## src/rtl/universal_pkg.sv

```systemverilog
// Shared types for the universal shift register: per-cell next-state selection.
// Combinational helper only; no latency, no backpressure.
package universal_pkg;

  typedef enum logic [1:0] {
    MODE_LOAD    = 2'd0,
    MODE_FROM_HI = 2'd1,
    MODE_FROM_LO = 2'd2
  } cell_mode_e;

  // Reset doubles as the parallel-load strobe, so it outranks direction.
  function automatic cell_mode_e cell_mode(input logic reset, input logic sel);
    if (reset) return MODE_LOAD;
    if (sel)   return MODE_FROM_HI;
    return MODE_FROM_LO;
  endfunction

endpackage

```

## src/rtl/universal_cell.sv

```systemverilog
// One bit of the universal shift register: a flop behind a load/left/right mux.
// Latency 1 clk; no backpressure (updates every edge).
module universal_cell
  import universal_pkg::*;
(
  input  logic       clk,
  input  cell_mode_e mode,
  input  logic       load,
  input  logic       from_hi,
  input  logic       from_lo,
  output logic       q
);

  always_ff @(posedge clk) begin
    case (mode)
      MODE_LOAD:    q <= load;
      MODE_FROM_HI: q <= from_hi;
      default:      q <= from_lo;
    endcase
  end

endmodule

```

## src/rtl/universal.sv

```systemverilog
// Universal shift register: parallel load on reset, else shift right (sel=1) or left (sel=0).
// Latency 1 clk from sampled inputs to out; no backpressure, shifts every cycle.
module universal
  import universal_pkg::*;
#(
  parameter int WIDTH = 4
) (
  input  logic             clk,
  input  logic             reset,
  input  logic             sel,
  input  logic [WIDTH-1:0] in_load,
  input  logic             in,
  output logic [WIDTH-1:0] out
);

  logic [WIDTH-1:0] q;
  logic [WIDTH-1:0] hi_src;
  logic [WIDTH-1:0] lo_src;
  cell_mode_e       mode;

  // Neighbour vectors: serial bit enters the MSB on a right shift, the LSB on a left shift.
  assign hi_src = {in, q[WIDTH-1:1]};
  assign lo_src = {q[WIDTH-2:0], in};
  assign mode   = cell_mode(reset, sel);

  for (genvar i = 0; i < WIDTH; i++) begin : g_cell
    universal_cell u_cell (
      .clk     (clk),
      .mode    (mode),
      .load    (in_load[i]),
      .from_hi (hi_src[i]),
      .from_lo (lo_src[i]),
      .q       (q[i])
    );
  end

  assign out = q;

endmodule

```

## config.mk

```make
export PLATFORM = sky130hd
export DESIGN_NAME = universal
export DESIGN_NICKNAME = d
export VERILOG_FILES = /design/src/rtl/universal_pkg.sv /design/src/rtl/universal_cell.sv /design/src/rtl/universal.sv
export SDC_FILE = /design/constraint.sdc
export NUM_CORES = 1
export LEC_CHECK = 0
export BUFFER_PORTS_ARGS = -buffer_cell sky130_fd_sc_hd__buf_2
export CORE_AREA = 2 2 39 41
export CTS_CLUSTER_SIZE = 30
export DETAILED_ROUTE_END_ITERATION = 6
export DIE_AREA = 0 0 41 43
export GPL_TIMING_DRIVEN = 0
export PLACE_DENSITY = 0.46
export SKIP_CTS_REPAIR_TIMING = 1
export SLEW_MARGIN = 40
export SYNTH_ARGS = -nofsm -noshare
export SYNTH_HDL_FRONTEND = slang
export SYNTH_SLANG_ARGS = --single-unit
```

## constraint.sdc

```tcl
create_clock -name clk -period 0.8 [get_ports clk]
set_input_delay 0.16 -clock clk [delete_from_list [all_inputs] [get_ports clk]]
set_output_delay 0.16 -clock clk [all_outputs]
set_load 0.01 [all_outputs]
```

# After elaboration in Yosys (flattened, before gate mapping)
# Index checks and enable logic that the tools add are counted.
[classes]
n_addsub = 0
mul = 0
n_div = 0
magnitude_cmp = 0
eq_ne = 1
shift = 0
n_mux = 11
n_bitwise = 0
reduce_logical = 1
[op_table]
columns = ["op", "n"]
rows = [
  ["two-way mux 2 bit", 4],
  ["case mux 1 bit (2 select lines)", 4],
  ["two-way mux 1 bit", 3],
  ["equality test 2 x 1 -> 1 bit, second input constant", 1],
  ["zero test 2 bit", 1],
]
[word_totals]
reg_bits = 4
latchBits = 0
ramBits = 0
romBits = 0
in_bits = 8
output_inout_bits = 4
wordCells = 17
memories = 0

# Logic depth before layout (Yosys ltp)
# Gate-level depths: netlist of run 1.
[depth]
ltp_word = 6
depth_mapped = 3

# Cells and area by module
# Synthesis of run 1 repeated with hierarchy kept, for this count alone.
[hier_totals]
hier_cells = 18
area_unflattened_um2 = 172.7
[modules_own_cells]
columns = ["module", "instances", "cells_per_inst", "area_per_inst_um2"]
rows = [
  ["universal_cell", 4, 4, 38.8],
  ["universal", 1, 2, 17.5],
]

# Worst setup path before layout of run 1
# No wires, ideal clock.
[synth_path]
kind = "reg2out"
startpoint = "reg g_cell[1].u_cell.q"
endpoint = "out out[1]"
t_arrival_ns = 0.434
slack_ns = 0.206
path_stages_with_launch = 2
n_path_buf = 1
cell_sequence = "dfxtp_1 > buf_4"
[synth_lines]
columns = ["element", "line", "source"]
rows = [
  ["from (decl)", "universal_cell.sv:11", "output logic q"],
  ["from (signal assigned)", "universal_cell.sv:16", "MODE_LOAD: q <= load;"],
  ["from (signal assigned)", "universal_cell.sv:17", "MODE_FROM_HI: q <= from_hi;"],
  ["from (signal assigned)", "universal_cell.sv:18", "default: q <= from_lo;"],
  ["to (decl)", "universal.sv:13", "output logic [WIDTH-1:0] out"],
]
# No word-level cell between the ends.

# Final worst setup path of run 1
[layout_path]
startpoint = "reg g_cell[2].u_cell.q"
endpoint = "out out[2]"
[layout_lines]
columns = ["element", "line"]
rows = [
  ["from (decl)", "universal_cell.sv:11"],
  ["from (signal assigned)", "universal_cell.sv:16"],
  ["from (signal assigned)", "universal_cell.sv:17"],
  ["from (signal assigned)", "universal_cell.sv:18"],
]
# No word-level cell between the ends.

==> results of run 1 <==
## cells by family after synthesis
logic type | count (synthesis)
multiplexers | 4
flip-flops | 4
AND/OR/NAND/NOR | 4
buffers and inverters | 5
AO/OA/AOI/OAI | 4
## metal layers
metal  vias to the layer above  GRT usage  part of all wire
met3                         0     0.0157             0.090
li1                         87          -                 -
met2                         9     0.0625              0.45
met5                         -          0                 0
met1                        64     0.0552              0.45
met4                         0      0.100                 0
## power breakdown
part | leakage (nW) | internal (mW) | total [mW] | switching (mW)
registers | 0.0341 | 0.226 | 0.242 | 0.0157
logic | 0.0963 | 0.0756 | 0.119 | 0.0436
clock network | 0.0138 | 0.167 | 0.240 | 0.0728
## through the flow
stage / hold WS (ns) / std cells
finish: 0.128 / 47
floorplan: 0.259 / 21
global placement: 0.369 / 47
detailed placement: 0.364 / 47
CTS: 0.122 / 50
global route: 0.135 / 47
## placed cells by master (no fill, tap or decap)
cell type  synthesis  final
buf_6              1      5
mux2i_1            4      4
nand2_1            4      4
buf_2              0      6
dfxtp_2            0      4
buf_4              4      1
clkbuf_4           0      3
o21ai_1            4      4
## path summary, 6_finish.rpt
| path | startpoint | endpoint | slack, ns |
|---|---|---|---|
| max | g_cell[2].u_cell.q | out[2] | -0.02 |
| min | in_load[3] | g_cell[3].u_cell.q | 0.13 |
| min reg2reg | g_cell[0].u_cell.q | g_cell[1].u_cell.q | 0.53 |
| max reg2reg | g_cell[3].u_cell.q | g_cell[2].u_cell.q | 0.06 |
## final cells by class
type	count	area share
Sequential cell	4	0.287
Buffer	1	0.0380
Clock buffer	3	0.0759
Tap cell	16	0.0675
Multi-Input combinational cell	12	0.253
Timing Repair Buffer	11	0.278
==> results.toml, run 1 <==
[sta]
setup_viol = 4
relSlewSlack = 0.901
fin_crit_sh = 1.03
rsz0062_at_grt = "true"
fin_tns_setup_ns = -0.0678
finalMaxSlewViolations = 0
max_slew.worst_pin.slew_ns = 0.144
hold_viol_final = 0
min_period_ns = 0.824
skew_ns = 0.00294
fmax_mhz = 1210
setup_slack_ns = -0.0244

[global_route]
grt_pass1_wl_um = 579
grt_max_degree = 9
antenna_found_initial = 0
grt_pass1_vias = 166
track_usage = 0.0554
grt_overflow = 0

[synth]
synthArstFlopShare = 0
seq_area_frac_synth = 0.408
avgSynthCellArea_um2 = 9.35
synth-edff-count = 0
synth_area_leaders = "dfxtp_1 (41%), mux2i_1 (20%), buf_4 (15%)"
synth_compound_area_frac = 0.102
synthCells = 21
synth.top_cells.by_count = "buf_4 (4), dfxtp_1 (4), mux2i_1 (4), nand2_1 (4), o21ai_1 (4)"
synthXorXnorAreaFrac = 0
synth_simple_gate_area_frac = 0.0764
synth_area_um2 = 196
synth.distinct_cells = 6
ys_warn_count = 0
synth_fa_ha_area_frac = 0
synth.largest_area_cell = "dfxtp_1"
synth_top_family_by_area = "buffers and inverters"
ys_seq_elements = 4
synth-main-ff-cell = "dfxtp_1"
yosysTopAreaCellShare = 0.408
syn-num-nets = 29
synth_mux_area_frac = 0.204

[clock_network]
cts_buffer_depth = 2
cts-root-buf = "clkbuf_4"
cts_buffers = 3
clk_pin_slew_ns = 0.04
ctsHtreeMaxLevel = 1
clock_sinks = 4
insertion_delay_ns = 0.23
cts_tree = "yes"

[critical_path]
worst-path-stages = 1
crit_type = "flop to output pin"
worstSetupEndpointType = "output pin"
crit_family = "flip-flops"
crit_arrival_ns = 0.66
worstSetupStartpointType = "flop"
reg2regPathDepth = 3
cp_num_buf_inv = 1
slowest_delay_ns = 0.33
slowest_stage = "dfxtp_2"
crit_fanout = 3
cp.required_ns = 0.64
crit_chain = "buf_6"

[hold_path]
holdPathStages = 3
hold_class = "input pin to flop"

[place]
placed_cell_area_um2 = 267
gp_routability_congestion = 0.673
io_buffers = 10
pre_cts_slack_ns = 0.0888

[final_layout]
nets = 41
diodes = 0
multiInputGateArea_um2 = 75.1
final_area_um2 = 297
layout.area.seq_um2 = 85.1
top_regs = "g_cell.u_cell.q (4)"
top_register = "g_cell.u_cell.q"
drive_gt1_frac = 0.613
final_core_util = 0.214
synthToLayoutAreaGrowth_pct = 51.0
fill_cells = 158
largest_register_ffs = 4

[power]
power_density_nw_per_um2 = 2030
p_leak_nw = 0.144
ir_worst_vdd_v = 0.000371
power_mw = 0.601

[detailed_routing]
vias = 160
viasPerCell = 3.40
ant_nets = 0
drcViolationCount = 0
drt-initial-drc-count = 0
wl_per_cell_um = 7.55
first_pass_iters = 1
wl_um = 355

[die]
die_x_um = 41
coreArea_um2 = 1380
dieArea_um2 = 1760
initial_core_util = 0.142
pin_count = 12
die_h_um = 43
row_count = 14

[run_status]
status = "finished with violations"
violations = "negative setup slack"

[flow_run]
cap_violations = 0
No activity file was read; power rests on OpenSTA's default activity.
==> run 2, diff against run 1 <==
- BUFFER_PORTS_ARGS: -buffer_cell sky130_fd_sc_hd__buf_2 -> -buffer_cell sky130_fd_sc_hd__buf_4
- PLACE_DENSITY: 0.46 -> 0.44
- SETUP_SLACK_MARGIN: not set -> 0.5
- SYNTH_HIERARCHICAL: not set -> 1
==> run 2 against run 1 <==
Against the previous run:
- the flow still finishes with violations (negative setup slack)
- combinational power up 23%
- largest power group unchanged
- core utilization grew 2.8 points
- global-route usage is 0.38 points higher
- non-clock buffer count unchanged
- worst hold slack improved by 0.030 ns
- first-iteration DRC count is the same
- clock skew down 0.0011 ns
- count of clock-buffer cells in the layout unchanged
- area after synthesis fell by 12%
- routed wire length increased by 28%
- fmax down 0.34%
- sequential power rose by 2%
==> results.toml, run 2 <==
[critical_path]
crit_start = "g_cell[1].u_cell/q"
crit_fanout = 3
crit_type = "flop to output pin"
worstSetupStartpointType = "flop"
r2r_end = "g_cell[2].u_cell/q"
slowest_delay_ns = 0.34
worstReg2RegStart = "g_cell[1].u_cell/q"
reg2regPathDepth = 3
crit_family = "flip-flops"
worstSetupEndpointType = "output pin"
regToRegSetupSlack_ns = 0.14
slowest_stage = "dfxtp_2"
cp.required_ns = 0.64
cp_num_buf_inv = 1
crit_arrival_ns = 0.67
crit_chain = "buf_6"

[run_status]
violations = "negative setup slack"
status = "finished with violations"

[sta]
skew_ns = 0.00181
finalMaxSlewViolations = 0
rsz0062_at_grt = "true"
relSlewSlack = 0.804
hold_viol_final = 0
min_period_ns = 0.827
setup_viol = 4
fin_hold_ws_ns = 0.158
fmax_mhz = 1210
setup_slack_ns = -0.0272
fin_crit_sh = 1.03
max_slew.worst_pin.slew_ns = 0.294

[detailed_routing]
ant_nets = 0
viasPerCell = 3.57
wl_um = 453
drcViolationCount = 0
drt-initial-drc-count = 0
vias = 175
wl_per_cell_um = 9.24
first_pass_iters = 1

[hold_path]
worstHoldEndpoint = "g_cell[0].u_cell/q"
hold_class = "input pin to flop"
min_from = "in"
holdPathStages = 3

[synth]
synthArstFlopShare = 0
synth_area_leaders = "dfxtp_1 (46%), mux2i_1 (23%), o21ai_1 (12%)"
synth-edff-count = 0
avgSynthCellArea_um2 = 9.59
yosysTopAreaCellShare = 0.464
synth.distinct_cells = 6
synth_area_um2 = 173
synth.top_cells.by_count = "dfxtp_1 (4), mux2i_1 (4), nand2_1 (4), o21ai_1 (4)"
synth.largest_area_cell = "dfxtp_1"
ys_warn_count = 6
syn-num-nets = 26
seq_area_frac_synth = 0.464
ys_seq_elements = 4
synthCells = 18
synth-main-ff-cell = "dfxtp_1"

[final_layout]
nets = 43
top_register = "g_cell.u_cell/q"
synthToLayoutAreaGrowth_pct = 94.2
top_regs = "g_cell.u_cell/q (4)"
diodes = 0
final_core_util = 0.242
largest_register_ffs = 4
layout_common_cells = "buf_4 (6), buf_6 (6)"
drive_gt1_frac = 0.636

[power]
ir_worst_vdd_v = 0.000572
p_leak_nw = 0.148
power_mw = 0.635
power_density_nw_per_um2 = 1890

[die]
initial_core_util = 0.125
row_count = 14
die_x_um = 41
die_h_um = 43
coreArea_um2 = 1380
dieArea_um2 = 1760
pin_count = 12

[clock_network]
cts_buffers = 3
ctsHtreeMaxLevel = 1
insertion_delay_ns = 0.23
cts_tree = "yes"
cts_buffer_depth = 2
cts-root-buf = "clkbuf_4"
clock_sinks = 4
clk_pin_slew_ns = 0.03

[global_route]
grt_max_degree = 9
grt_overflow = 0
grt_pass1_wl_um = 607
track_usage = 0.0592
grt_pass1_vias = 155
antenna_found_initial = 0

[place]
pre_cts_slack_ns = -0.138
io_buffers = 11
gp_routability_congestion = 0.573

[flow_run]
cap_violations = 0
==> run 2: cell types whose count changed after synthesis, sizes merged <==
cell,previous run,this run
nor2,0,1
buf,5,0
nor2b,0,1
==> run 2: cells by family after synthesis <==
family          synth area share
simple gates               0.188
compound gates             0.116
flops                      0.464
mux                        0.232
==> run 2: cell type report <==
type,count,area [um^2]
sequential,4,85.1
clock buffer,3,22.5
timing repair buffer,12,113
fill,161,1050
tap,16,20.0
multi-input combinational,14,95.1
==> run 2: worst max-delay path by stage <==
stage / cells past startpoint / endpoint
6_report: 1 / out[1]
5_1_grt: 1 / out[2]
4_1_cts: 1 / out[1]
3_5_place_dp: 3 / g_cell[0].u_cell/q
3_3_place_gp: 3 / g_cell[0].u_cell/q
2_1_floorplan: 3 / g_cell[0].u_cell/q
==> run 2: per-layer routing <==
metal / global-route usage / vias up / share of wire
met4: 0.0600 / 0 / 0
met3: 0.0524 / 0 / 0.21
met1: 0.0675 / 70 / 0.47
met5: 0 / - / 0
met2: 0.0594 / 12 / 0.32
li1: - / 93 / -
==> run 2: stage by stage <==
step / cell area (um^2) / TNS (ns) / instances
2_1_floorplan: 173 / 0 / 18
3_3_place_gp: 275 / -0.512 / 45
3_5_place_dp: 275 / -0.499 / 45
4_1_cts: 298 / -0.254 / 48
5_1_grt: 335 / -0.221 / 49
6_report: 335 / -0.0792 / 49
==> run 2: worst register-to-register path, stage by stage (launching register included) <==
cell	delay [ns]
dfxtp_2	0.32
buf_4	0.12
nand2_1	0.04
o21ai_1	0.05
==> run 2: where the power goes <==
part           total [mW]  internal, mW  switching [mW]  leakage, nW
Clock               0.242         0.167          0.0750       0.0138
Sequential          0.247         0.229          0.0178       0.0340
Combinational       0.146        0.0950          0.0509        0.100
Total               0.635         0.492           0.144        0.148
